<file path="config.mk">
export PLATFORM = sky130hd
export DESIGN_NAME = dcache_port_arbiter_flat
export DESIGN_NICKNAME = d
export VERILOG_FILES = /design/src/rtl/dcache_port_arbiter_if.sv /design/src/rtl/dcache_port_arbiter.sv /design/src/flat_wrapper.sv
export SDC_FILE = /design/constraint.sdc
export NUM_CORES = 1
export LEC_CHECK = 0
export CAP_MARGIN = 20
export CORE_AREA = 2 2 239 241
export DETAILED_ROUTE_END_ITERATION = 6
export DIE_AREA = 0 0 241 243
export SLEW_MARGIN = 30
export SYNTH_ARGS = -nofsm -noshare
export SYNTH_HDL_FRONTEND = slang
export SYNTH_SLANG_ARGS = --single-unit
</file>
<file path="constraint.sdc">
create_clock -name clk_i -period 4.4 [get_ports clk_i]
set_clock_uncertainty 0.15 [all_clocks]
set_input_delay 1.32 -clock clk_i [delete_from_list [all_inputs] [get_ports clk_i]]
set_output_delay 1.32 -clock clk_i [all_outputs]
set_load 0.01 [all_outputs]
</file>
<file path="src/rtl/dcache_port_arbiter_if.sv">
// Valid/ready request channel with a packed payload.
// Used for both requester-side and dcache-side request ports.
interface dcache_port_arbiter_if #(
  parameter int ReqWidth = 200
);
  logic                valid;
  logic                ready;
  logic [ReqWidth-1:0] payload;

  modport master (
    output valid,
    output payload,
    input  ready
  );

  modport slave (
    input  valid,
    input  payload,
    output ready
  );
endinterface

</file>
<file path="src/rtl/dcache_port_arbiter.sv">
// Round-robin arbiter sharing the dcache port between two requesters.
// An in-order ID FIFO routes each completion back to its issuer.
module dcache_port_arbiter #(
  parameter int ReqWidth       = 200,
  parameter int MaxOutstanding = 4
) (
  input  logic                          clk_i,
  input  logic                          rst_i,
  dcache_port_arbiter_if.slave          req0,
  dcache_port_arbiter_if.slave          req1,
  dcache_port_arbiter_if.master         dc_req,
  output logic                          resp0_valid_o,
  output logic                          resp1_valid_o,
  output logic                          ex0_valid_o,
  output logic                          ex1_valid_o,
  input  logic                          dc_resp_valid_i,
  input  logic                          dc_ex_valid_i,
  output logic [$clog2(MaxOutstanding):0] outstanding_o,
  output logic                          err_o
);

  localparam int PtrW = $clog2(MaxOutstanding);
  localparam int CntW = PtrW + 1;

  typedef enum logic {
    ST_OPEN,
    ST_LOCKED
  } state_e;

  state_e              state_q, state_d;
  logic                lock_id_q, lock_id_d;
  logic                rr_q, rr_d;
  logic                err_q, err_d;
  logic [CntW-1:0]     cnt_q, cnt_d;
  logic [PtrW-1:0]     wptr_q, rptr_q;
  logic [MaxOutstanding-1:0] id_q;

  logic grant;
  logic win_valid;
  logic full;
  logic empty;
  logic dc_valid;
  logic hs;
  logic comp;
  logic pop;
  logic head;
  logic lock_drop;

  always_comb begin
    grant = 1'b0;
    if (state_q == ST_LOCKED) begin
      grant = lock_id_q;
    end else if (req0.valid && req1.valid) begin
      grant = rr_q;
    end else begin
      grant = req1.valid;
    end
  end

  assign win_valid = grant ? req1.valid : req0.valid;
  assign full      = cnt_q == CntW'(MaxOutstanding);
  assign empty     = cnt_q == '0;
  assign dc_valid  = win_valid && !full && !rst_i;
  assign hs        = dc_valid && dc_req.ready;
  assign comp      = dc_resp_valid_i || dc_ex_valid_i;
  assign pop       = comp && !empty;
  assign head      = id_q[rptr_q];

  assign dc_req.valid   = dc_valid;
  assign dc_req.payload = grant ? req1.payload : req0.payload;
  assign req0.ready     = !grant && dc_req.ready && !full && !rst_i;
  assign req1.ready     = grant && dc_req.ready && !full && !rst_i;

  // Exception takes precedence when both completion strobes collide
  assign resp0_valid_o = pop && !dc_ex_valid_i && !head;
  assign resp1_valid_o = pop && !dc_ex_valid_i && head;
  assign ex0_valid_o   = pop && dc_ex_valid_i && !head;
  assign ex1_valid_o   = pop && dc_ex_valid_i && head;

  assign outstanding_o = cnt_q;
  assign err_o         = err_q;

  always_comb begin
    state_d   = state_q;
    lock_id_d = lock_id_q;
    lock_drop = 1'b0;
    unique case (state_q)
      ST_OPEN: begin
        if (dc_valid && !dc_req.ready) begin
          state_d   = ST_LOCKED;
          lock_id_d = grant;
        end
      end
      ST_LOCKED: begin
        if (!win_valid) begin
          state_d   = ST_OPEN;
          lock_drop = 1'b1;
        end else if (hs) begin
          state_d = ST_OPEN;
        end
      end
      default: state_d = ST_OPEN;
    endcase
  end

  always_comb begin
    rr_d  = hs ? !grant : rr_q;
    cnt_d = cnt_q + CntW'(hs) - CntW'(pop);
    err_d = err_q || lock_drop
          || (comp && empty)
          || (dc_resp_valid_i && dc_ex_valid_i);
  end

  always_ff @(posedge clk_i or posedge rst_i) begin
    if (rst_i) begin
      state_q   <= ST_OPEN;
      lock_id_q <= 1'b0;
      rr_q      <= 1'b0;
      err_q     <= 1'b0;
      cnt_q     <= '0;
      wptr_q    <= '0;
      rptr_q    <= '0;
      id_q      <= '0;
    end else begin
      state_q   <= state_d;
      lock_id_q <= lock_id_d;
      rr_q      <= rr_d;
      err_q     <= err_d;
      cnt_q     <= cnt_d;
      if (hs) begin
        id_q[wptr_q] <= grant;
        wptr_q       <= wptr_q + 1'b1;
      end
      if (pop) begin
        rptr_q <= rptr_q + 1'b1;
      end
    end
  end

endmodule

</file>
<file path="src/flat_wrapper.sv">
// flat-port wrapper written by rule: the top's interface ports become plain ports
module dcache_port_arbiter_flat 
#(
  parameter int ReqWidth       = 200,
  parameter int MaxOutstanding = 4
)
  (clk_i, rst_i, resp0_valid_o, resp1_valid_o, ex0_valid_o, ex1_valid_o, dc_resp_valid_i, dc_ex_valid_i, outstanding_o, err_o, req0_valid, req0_payload, req0_ready, req1_valid, req1_payload, req1_ready, dc_req_valid, dc_req_payload, dc_req_ready);
  dcache_port_arbiter_if #(.ReqWidth(ReqWidth)) req0_i ();
  dcache_port_arbiter_if #(.ReqWidth(ReqWidth)) req1_i ();
  dcache_port_arbiter_if #(.ReqWidth(ReqWidth)) dc_req_i ();
  input  logic clk_i;
  input  logic rst_i;
  output logic resp0_valid_o;
  output logic resp1_valid_o;
  output logic ex0_valid_o;
  output logic ex1_valid_o;
  input  logic dc_resp_valid_i;
  input  logic dc_ex_valid_i;
  output logic [$clog2(MaxOutstanding):0] outstanding_o;
  output logic err_o;
  input wire logic [$bits(req0_i.valid)-1:0] req0_valid;
  input wire logic [$bits(req0_i.payload)-1:0] req0_payload;
  output wire logic [$bits(req0_i.ready)-1:0] req0_ready;
  input wire logic [$bits(req1_i.valid)-1:0] req1_valid;
  input wire logic [$bits(req1_i.payload)-1:0] req1_payload;
  output wire logic [$bits(req1_i.ready)-1:0] req1_ready;
  output wire logic [$bits(dc_req_i.valid)-1:0] dc_req_valid;
  output wire logic [$bits(dc_req_i.payload)-1:0] dc_req_payload;
  input wire logic [$bits(dc_req_i.ready)-1:0] dc_req_ready;
  assign req0_i.valid = req0_valid;
  assign req0_i.payload = req0_payload;
  assign req0_ready = req0_i.ready;
  assign req1_i.valid = req1_valid;
  assign req1_i.payload = req1_payload;
  assign req1_ready = req1_i.ready;
  assign dc_req_valid = dc_req_i.valid;
  assign dc_req_payload = dc_req_i.payload;
  assign dc_req_i.ready = dc_req_ready;
  dcache_port_arbiter #(.ReqWidth(ReqWidth), .MaxOutstanding(MaxOutstanding)) u_core (.clk_i(clk_i), .rst_i(rst_i), .req0(req0_i), .req1(req1_i), .dc_req(dc_req_i), .resp0_valid_o(resp0_valid_o), .resp1_valid_o(resp1_valid_o), .ex0_valid_o(ex0_valid_o), .ex1_valid_o(ex1_valid_o), .dc_resp_valid_i(dc_resp_valid_i), .dc_ex_valid_i(dc_ex_valid_i), .outstanding_o(outstanding_o), .err_o(err_o));
endmodule
</file>
==> results of run 1 <==
==> critical path: cells and delay by family <==
kind	cells	cell delay, ns
buf+inv	6	0.86
mux	1	0.34
compound gates	1	0.15
simple gates	1	0.21
==> per-layer routing <==
metal,up-vias,GRT usage,routed length (µm)
li1,2449,-,-
met1,2491,0.144,15500
met2,426,0.256,21600
met3,68,0.0243,3000
met4,6,0.0192,673
met5,-,0,40
==> cells in the final DEF, fill, tap and decap left out, types with 2 or more instances in the layout <==
master,instances
nor3_1,2
and3_1,2
dfrtp_1,15
dlygate4sd2_1,22
clkbuf_16,3
clkdlybuf4s50_1,412
buf_6,34
mux2_4,59
nor2_1,3
and2_1,3
xnor2_1,5
clkdlybuf4s15_1,47
mux2_1,69
buf_4,20
buf_8,10
buf_2,70
buf_16,9
nand2_1,4
clkdlybuf4s15_2,24
mux2_2,78
diode_2,10
clkbuf_2,15
nand3_1,5
buf_12,12
inv_1,9
ha_1,6
==> logic make-up after synthesis <==
logic type,synth area share
flip-flops,0.113
AND/OR/NAND/NOR,0.0434
adder cells (fa/ha/maj),0.0317
AO/OA/AOI/OAI,0.0162
XOR/XNOR,0.0132
buffers and inverters,0.0724
multiplexers,0.710
==> flip-flops by register name (all words and copies together), names as in the netlist <==
signal / flops
u_core.id_q: 4
u_core.outstanding_o: 3
u_core.rptr_q: 2
u_core.wptr_q: 2
u_core.err_o: 1
u_core.lock_id_q: 1
u_core.rr_q: 1
u_core.state_q: 1
==> worst max-delay path by stage <==
stage	cells past startpoint	end	startpoint	slack [ns]
floorplan	5	dc_req_payload[100]	req0_valid	0.52
CTS	10	dc_req_payload[99]	req0_valid	0.005
finish	9	dc_req_payload[22]	req0_valid	0.03
detailed placement	7	dc_req_payload[119]	req0_valid	-0.72
global placement	7	dc_req_payload[115]	req0_valid	-0.73
global route	9	dc_req_payload[22]	req0_valid	-0.01
==> timing repair <==
item,in CTS,in global routing
pin swaps,1,1
setup buffers,19,1
resized for setup,698,57
gates cloned,8,0
endpoints found under the setup margin,202,128
endpoints found under the hold margin,0,0
==> where the power goes <==
part           total [mW]  internal [mW]  switching (mW)  leakage [nW]
Combinational        3.49           2.11            1.39          4.26
Clock               0.180          0.122          0.0588        0.0409
Sequential          0.265          0.204          0.0610         0.180
==> cell type report <==
cell class,count,area [µm²]
fill,6225,44900
clock buffer,3,75.1
antenna,10,25.0
timing repair buffer,677,6700
tap,756,946
clock inverter,1,5.00
sequential,15,375
multi-input combinational,254,2940
inverter,9,33.8
==> metrics by stage <==
| step | cell area (µm²) | cells | setup WS (ns) |
|---|---|---|---|
| 2_1_floorplan | 3320 | 301 | 0.521 |
| 3_3_place_gp | 10600 | 1687 | -0.730 |
| 3_5_place_dp | 10600 | 1687 | -0.718 |
| 4_1_cts | 11100 | 1716 | 0.00487 |
| 5_1_grt | 11100 | 1718 | -0.0143 |
| 6_report | 11100 | 1725 | 0.0276 |
==> impl_metrics.env, run 1 <==
export IMPL_status="completed"
export IMPL_cts_hold_buf=0
export IMPL_syn_inst=301
export IMPL_cts_made_buffers=3
export IMPL_io_pins=618
export IMPL_synthTopCellsByArea="mux2_1, mux2_2, dfrtp_1"
export IMPL_end_kind="primary output"
export IMPL_rsz0062_at_grt="true"
export IMPL_grt_pass1_wl_um=50700
export IMPL_yosysMostFrequentCell="mux2_1"
export IMPL_cts_sinks=15
export IMPL_vias=5440
export IMPL_p_leak_nw=4.48
export IMPL_overflow=0
export IMPL_area_growth_pct=234
export IMPL_slowest_delay_ns=0.34
export IMPL_vias_per_cell=3.15
export IMPL_power_density_nw_per_um2=355
export IMPL_crit_chain="buf_6 -> and2b_2 -> o21ai_4 -> buf_12 -> buf_16 -> buf_12 -> bufbuf_16 -> mux2_2 -> buf_6"
export IMPL_cap_violations=0
export IMPL_fp_row_count=87
export IMPL_setup_violations_final=0
export IMPL_syn_area_per_cell_um2=11.0
export IMPL_drive_above_1_share=0.358
export IMPL_yosys_cell_types_count=32
export IMPL_portBuffers=617
export IMPL_yosys_area_top_type_share=0.353
export IMPL_route_detailed_drc=0
export IMPL_crit_type="primary input to primary output"
export IMPL_clock_latency_ns=0.25
export IMPL_fin_tns_setup_ns=0
export IMPL_peakVddDrop_mv=0.194
export IMPL_cts_path_max_buffers=2
export IMPL_total_power_mw=3.94
export IMPL_ys_ff_latch=15
export IMPL_min_from="u_core.rptr_q[1]"
export IMPL_path_max_fanout=7
export IMPL_ys_async_sr_fraction=1.00
export IMPL_dp_hpwl_um=36000
export IMPL_worstHoldPathCells=1
export IMPL_die_w_um=241
export IMPL_final_antenna_net_count=0
export IMPL_post_drt_wl_per_cell_um=23.6
export IMPL_drtIter0Drc=172
export IMPL_cts_max_level=1
export IMPL_coreArea_um2=56000
export IMPL_start_kind="primary input"
export IMPL_synth_edf_count=0
export IMPL_ys_warnings_count=0
export IMPL_cts_root_buffer="clkbuf_16"
export IMPL_critPathArrivalTime_ns=2.90
export IMPL_grt_usage=0.130
export IMPL_cts_tree="done"
export IMPL_worst_ep_required_time_ns=2.93
export IMPL_dieArea_um2=58600
export IMPL_grt_pass1_vias=5873
export IMPL_timing_rr_end="u_core.outstanding_o[2]"
export IMPL_r2r_start="u_core.outstanding_o[1]"
export IMPL_die_y_um=243
export IMPL_hold_slack_ns=0.338
export IMPL_slew_headroom=0.719
export IMPL_maxSlewViolCount=0
export IMPL_ff2ff_setup_slack_ns=1.70
export IMPL_final_util=0.198
export IMPL_tightest_slew_ns=0.417
export IMPL_min_path_type="flip-flop to flip-flop"
export IMPL_nNetsFinal=1374
export IMPL_grt_max_degree=15
export IMPL_syn_area_um2=3320
export IMPL_ys_flop_type="dfrtp_1"
export IMPL_initial_utilization=0.0593
export IMPL_fin_crit_sh=0.994
export IMPL_synth_common_cells="mux2_1, mux2_2, dfrtp_1"
export IMPL_whs_endpoint="u_core.rptr_q[1]"
export IMPL_synth_nets=715
export IMPL_yosysTopAreaCell="mux2_1"
export IMPL_timing_fmax_mhz=229
export IMPL_firstDrtPassIters=4
export IMPL_grt_antenna_before_repair=37
export IMPL_cts_clk_slew_worst_paths_ns=0.05
export IMPL_gp_congestion=0.892
export IMPL_finalHoldViolations=0
export IMPL_ys_seq_area_frac=0.113
export IMPL_period_minus_slack_ns=4.37
export IMPL_wl_um=40800
export IMPL_cp_slowest_cell="mux2_2"
export IMPL_rr_worst_depth=10
No activity file was read; power rests on OpenSTA's default activity.
==> run 2: changes to the inputs <==
--- a/config.mk
+++ b/config.mk
@@ -9,7 +9,7 @@
 export CORE_AREA = 2 2 239 241
 export DETAILED_ROUTE_END_ITERATION = 6
 export DIE_AREA = 0 0 241 243
-export SLEW_MARGIN = 30
+export SLEW_MARGIN = 10
 export SYNTH_ARGS = -nofsm -noshare
 export SYNTH_HDL_FRONTEND = slang
 export SYNTH_SLANG_ARGS = --single-unit
==> results of run 2 <==
The final DEF is identical to that of run 1; final timing and power are the same.
==> RTL change 1 (config.mk and constraints of run 1) <==
`ReqWidth` is set to 200 in 3 places; all go to 208.
--- a/src/rtl/dcache_port_arbiter_if.sv
+++ b/src/rtl/dcache_port_arbiter_if.sv
@@ -1,7 +1,7 @@
 // Valid/ready request channel with a packed payload.
 // Used for both requester-side and dcache-side request ports.
 interface dcache_port_arbiter_if #(
-  parameter int ReqWidth = 200
+  parameter int ReqWidth = 208
 );
   logic                valid;
   logic                ready;
--- a/src/rtl/dcache_port_arbiter.sv
+++ b/src/rtl/dcache_port_arbiter.sv
@@ -1,7 +1,7 @@
 // Round-robin arbiter sharing the dcache port between two requesters.
 // An in-order ID FIFO routes each completion back to its issuer.
 module dcache_port_arbiter #(
-  parameter int ReqWidth       = 200,
+  parameter int ReqWidth       = 208,
   parameter int MaxOutstanding = 4
 ) (
   input  logic                          clk_i,
--- a/src/flat_wrapper.sv
+++ b/src/flat_wrapper.sv
@@ -1,7 +1,7 @@
 // flat-port wrapper written by rule: the top's interface ports become plain ports
 module dcache_port_arbiter_flat 
 #(
-  parameter int ReqWidth       = 200,
+  parameter int ReqWidth       = 208,
   parameter int MaxOutstanding = 4
 )
   (clk_i, rst_i, resp0_valid_o, resp1_valid_o, ex0_valid_o, ex1_valid_o, dc_resp_valid_i, dc_ex_valid_i, outstanding_o, err_o, req0_valid, req0_payload, req0_ready, req1_valid, req1_payload, req1_ready, dc_req_valid, dc_req_payload, dc_req_ready);
Interface: changed (resized dc_req_payload, req0_payload and req1_payload); port bits go from 618 to 642. The function was not compared with the original's and may differ.
==> RTL change 1 against run 1 <==
Final area is 3.2% higher; combinational power is 5% higher; critical path type unchanged; power is 4.2% higher; setup slack better by 21 ps; routed wire length is 4.5% lower; worst hold slack worse by 12 ps; synthesized area is 3.6% higher; sequential cell count stayed put; global-route usage is 0.74 points lower.
==> RTL change 1: results (changes against run 1) <==
[run_status]
outcome=finished clean  ; unchanged

[worst_setup_path]
cp_max_fo=5  ; was 7
reg2regPathDepth=10  ; unchanged
regToRegStartpoint=u_core.outstanding_o[1]  ; unchanged
r2r_end=u_core.outstanding_o[2]  ; unchanged
r2r_slack_ps=1660  ; was 1700 ps
crit_path_start_kind=input port  ; unchanged
cp_data_arrival_time_ps=2880  ; was 2900 ps

[clocking]
cts.path.max_buffers=2  ; unchanged
cts_buffers=3  ; unchanged
path_clk_slew_ps=50  ; about the same
clk_latency_ps=240
h-tree-depth=1  ; unchanged
cts_root_buffer=clkbuf_16  ; unchanged

[placement]
numPortBuffers=641  ; was 617
dp_hpwl_mm=34.1  ; was 36.0 mm
placed_cell_area_sq_um=10900  ; was 10600 sq um
finalWeightedCongestion=0.980  ; was 0.892

[synth]
synth_top_area_cell=mux2_2  ; was mux2_1
ys_top_cells_by_area=mux2_2 (70%), dfrtp_1 (11%), buf_6 (5.9%), ha_1 (2.2%), xnor2_1 (1.3%)  ; was mux2_1 (35%), mux2_2 (34%), dfrtp_1 (11%), buf_6 (4.4%), ha_1 (2.3%)
yosysSeqAreaShare_pct=10.9  ; was 11.3%
synth_common_cells=mux2_2 (213), buf_6 (18), dfrtp_1 (15), inv_1 (9), ha_1 (6)  ; was mux2_1 (104), mux2_2 (101), dfrtp_1 (15), buf_6 (13), inv_1 (9)
yosysUniqueCellTypes=31  ; was 32
synth_top_area_share_pct=69.8  ; was 35.3%
syn-num-nets=740  ; was 715
synth-main-ff-cell=dfrtp_1  ; unchanged
ys_warn_count=0  ; unchanged
async_flop_share_pct=100  ; unchanged
synth_area_per_cell_sq_um=11.1  ; was 11.0 sq um

[route]
first_iter_violations=156  ; was 172
drt_wl_total_mm=39.0  ; was 40.8 mm
vias_per_cell=3.20  ; was 3.15
firstDrtPassIters=5  ; was 4

[global_route]
grt_pass1_vias=6210  ; was 5873
grtUsageTotal_pct=12.3  ; was 13.0%
grt_pass1_wl_mm=48.5  ; was 50.7 mm
grt_start_max_net_pins=14  ; was 15
grt_antenna_before_repair=31  ; was 37

[timing]
layout_min_cycle_time_ps=4350  ; was 4370 ps
worst_pin_slew_ps=342  ; was 417 ps
whs_ps=326  ; was 338 ps

[final_layout]
fillers=6182  ; was 6225
largest-register=u_core.id_q  ; unchanged
fin_nets=1437  ; was 1374
drive_above_1_share_pct=42.7  ; was 35.8%
largest_register_ffs=4  ; unchanged

[worst_hold_path]
hold_start=u_core.err_o  ; was u_core.rptr_q[1]
hold_path_end=u_core.err_o  ; was u_core.rptr_q[1]
hold_depth=1  ; unchanged
hold_class=reg2reg  ; unchanged

[power_and_ir_drop]
peakVddDrop_mv=0.173  ; was 0.194 mV
leakagePower_nw=4.63  ; was 4.48 nW

## RTL change 1: cell types whose count changed in the layout (fill, tap and decap cells not counted), moves of 9 or more
cell | run 1 | this run
clkdlybuf4s50_1 | 412 | 429
mux2_2 | 78 | 170
clkdlybuf4s15_2 | 24 | 8
buf_6 | 34 | 52
mux2_1 | 69 | 0
mux2_4 | 59 | 44
dlygate4sd2_1 | 22 | 40
buf_4 | 20 | 29
## RTL change 1: layer usage
| metal | track usage [%] | vias to the layer above | part of all wire (%) |
|---|---|---|---|
| met5 | 0 | - | 0.087 |
| met4 | 3.72 | 6 | 2.7 |
| met3 | 3.37 | 60 | 8.1 |
| met2 | 22.8 | 436 | 51 |
| met1 | 13.3 | 2602 | 38 |
| li1 | - | 2559 | - |
## RTL change 1: worst max path at each step
| stage | start | endpoint | depth (start not counted) |
|---|---|---|---|
| 5_1_grt | req0_valid | dc_req_payload[94] | 9 |
| 3_5_place_dp | req0_valid | dc_req_payload[152] | 7 |
| 3_3_place_gp | req0_valid | dc_req_payload[152] | 7 |
| 2_1_floorplan | req0_valid | dc_req_payload[140] | 5 |
| 6_report | req0_valid | dc_req_payload[97] | 9 |
| 4_1_cts | req0_valid | dc_req_payload[152] | 8 |
## RTL change 1: cell families after synthesis
family,Yosys count,share of synthesized area (%)
adders and majority gates,8,3.06
xor gates and xnor gates,5,1.27
buffers and inverters,33,7.82
AOI/OAI and AO/OA,6,1.56
muxes,216,71.1
and+or+nand+nor,27,4.22
DFF,15,10.9
## RTL change 1: critical path: stages
cell	delay (ps)
buf_8	100
and2b_2	210
o21ai_4	170
buf_12	160
buf_16	150
buf_12	140
clkbuf_16	140
mux2_2	350
buf_6	120
## RTL change 1: per-stage QoR
stage | std cells | setup slack, ps | utilization [%] | power (mW)
floorplan | 310 | 515 | - | 1.79
finish | 1770 | 48.2 | 20.5 | 4.11
global route | 1767 | -9.94 | 20.4 | 4.35
CTS | 1763 | -49.0 | 20.3 | 4.10
global placement | 1722 | -737 | 19.5 | 3.52
detailed placement | 1722 | -731 | 19.5 | 3.54
## RTL change 1: power by group
part / switching, mW / internal (mW) / leakage [nW]
registers: 0.0602 / 0.204 / 0.180
logic: 1.41 / 2.26 / 4.41
clock network: 0.0550 / 0.123 / 0.0382
total: 1.52 / 2.58 / 4.63
## RTL change 1: timing repair
item | in CTS | in global routing
endpoints found under the setup margin | 210 | 120
gates resized for setup | 669 | 95
buffers inserted | 30 | 1
pin swaps | 1 | 0
gates cloned | 7 | 1
## RTL change 1: final cells by class
cell class	instances	area (sq um)	area share [%]
Antenna cell	8	20.0	0.175
Clock buffer	4	78.8	0.689
Inverter	9	33.8	0.295
Multi-Input combinational cell	262	2960	25.9
Sequential cell	15	375	3.28
Tap cell	756	946	8.26
Timing Repair Buffer	716	7030	61.4
==> RTL change 2 (config.mk and constraints of run 1) <==
Without the edit above. Reset style: synchronous (`rst_i`), changed in one clocked block.
--- a/src/rtl/dcache_port_arbiter.sv
+++ b/src/rtl/dcache_port_arbiter.sv
@@ -111,7 +111,7 @@
           || (dc_resp_valid_i && dc_ex_valid_i);
   end
 
-  always_ff @(posedge clk_i or posedge rst_i) begin
+  always_ff @(posedge clk_i) begin
     if (rst_i) begin
       state_q   <= ST_OPEN;
       lock_id_q <= 1'b0;
Check against the original RTL: differs if rst_i is asserted again (counterexample within 4 cycles, from zero or initial values and one cycle with rst_i high); with rst_i held inactive, the same outputs for 4 cycles.
==> RTL change 2 against run 1 <==
Final area down 3.5%; setup slack worse by 0.88 ps; synthesized area down 1.2%; routed wire length up 0.11%; sequential cell count unchanged; largest cell class unchanged.
Power is not compared: it rests on default switching activity, and its combinational part moved more than twofold at a synthesized area within 25%.
==> RTL change 2: results (changes against run 1) <==
[synth]
synth_compound_area_share_pct=4.73  ; was 1.62%
async_flop_share_pct=0  ; was 100%
synth_area_per_cell_sq_um=10.4  ; was 11.0 sq um
synth-xor-area-share_pct=1.07  ; was 1.32%
muxShareOfSynthArea_pct=70.0  ; was 71.0%
syn-num-nets=728  ; was 715
synth_fa_ha_area_share_pct=3.20  ; was 3.17%
yosysUniqueCellTypes=43  ; was 32
ys_warn_count=0  ; unchanged
synth_common_cells=mux2_1 (120), mux2_2 (80), dfxtp_1 (15), nor2_1 (13), buf_4 (12)  ; was mux2_1 (104), mux2_2 (101), dfrtp_1 (15), buf_6 (13), inv_1 (9)
synth-main-ff-cell=dfxtp_1  ; was dfrtp_1
ys_top_cells_by_area=mux2_1 (41%), mux2_2 (27%), dfxtp_1 (9.2%), buf_4 (2.7%), ha_1 (2.3%)  ; was mux2_1 (35%), mux2_2 (34%), dfrtp_1 (11%), buf_6 (4.4%), ha_1 (2.3%)

[worst_setup_path]
reg2regPathDepth=11  ; was 10
regToRegStartpoint=u_core.outstanding_o[1]  ; unchanged

[route]
vias_per_cell=3.24  ; was 3.15
first_iter_violations=204  ; was 172
drt_wl_total_mm=40.8  ; about the same

[placement]
post-place-ws_ps=-668  ; was -718 ps
finalWeightedCongestion=1.13  ; was 0.892
dp_hpwl_mm=36.7  ; was 36.0 mm

[clocking]
h-tree-depth=1  ; unchanged

[final_layout]
stdcell_count=1736  ; was 1725
drive_above_1_share_pct=27.7  ; was 35.8%
largest-register=u_core.id_q  ; unchanged
fin_nets=1388  ; was 1374
fillers=6272  ; was 6225

[worst_hold_path]
hold_start=u_core.err_o  ; was u_core.rptr_q[1]
hold_depth=2  ; was 1

[timing]
worst_pin_slew_ps=543  ; was 417 ps

[run_status]
outcome=finished clean  ; unchanged

[global_route]
grt_pass1_vias=6051  ; was 5873
grt_start_max_net_pins=19  ; was 15
grt_pass1_wl_mm=51.3  ; was 50.7 mm

[RTL change 2: cells by family after synthesis]
group | count (synthesis)
multiplexers | 203
AO/OA/AOI/OAI | 19
buffers and inverters | 31
XOR/XNOR | 4
AND/OR/NAND/NOR | 34
flip-flops | 15
adder cells (fa/ha/maj) | 8
[RTL change 2: layout make-up]
class | instances | area [sq um] | area share, %
timing repair buffer | 680 | 6520 | 60.9
multi-input combinational | 268 | 2820 | 26.3
tap | 756 | 946 | 8.84
sequential | 15 | 300 | 2.81
clock buffer | 4 | 78.8 | 0.736
inverter | 6 | 22.5 | 0.210
antenna | 7 | 17.5 | 0.164
[RTL change 2: what timing repair did]
| item | CTS | global route |
|---|---|---|
| gates resized for setup | 392 | 151 |
| endpoints found under the setup margin | 203 | 189 |
| buffers inserted | 15 | 9 |
| pin swaps | 1 | 1 |
| cloned | 5 | 3 |
[RTL change 2: path summary, 6_finish.rpt]
kind                              to  slack (ps)
min                     u_core.err_o         320
max               dc_req_payload[16]          30
max reg2reg  u_core.outstanding_o[2]        1690
min reg2reg             u_core.err_o         320
[RTL change 2: report_power, final]
part           total, mW  switching [mW]  internal, mW  leakage, nW
combinational       1.65           0.638          1.01         4.23
clock              0.182          0.0586         0.123       0.0382
sequential         0.200          0.0355         0.164        0.123
[RTL change 2: worst min-delay path: cells and delay by family (launching register included)]
kind / cells / cell delay, ps
flops: 1 / 320
simple gates: 1 / 70
compound gates: 1 / 40
[RTL change 2: per-stage QoR]
step,cell area (sq um),TNS (ps)
after CTS,10800,-4690
after detailed placement,10600,-112900
after floorplan,3280,0
after global placement,10600,-106930
final,10700,0
after global routing,10700,-12.5
[RTL change 2: layer usage]
layer | wire length, um | share of wire [%] | vias to the layer above | GRT usage [%]
met2 | 19000 | 46 | 472 | 23.0
met3 | 5310 | 13 | 78 | 5.58
met1 | 15300 | 38 | 2534 | 14.4
li1 | - | - | 2513 | -
met5 | 129 | 0.32 | - | 0
met4 | 1090 | 2.7 | 20 | 2.41
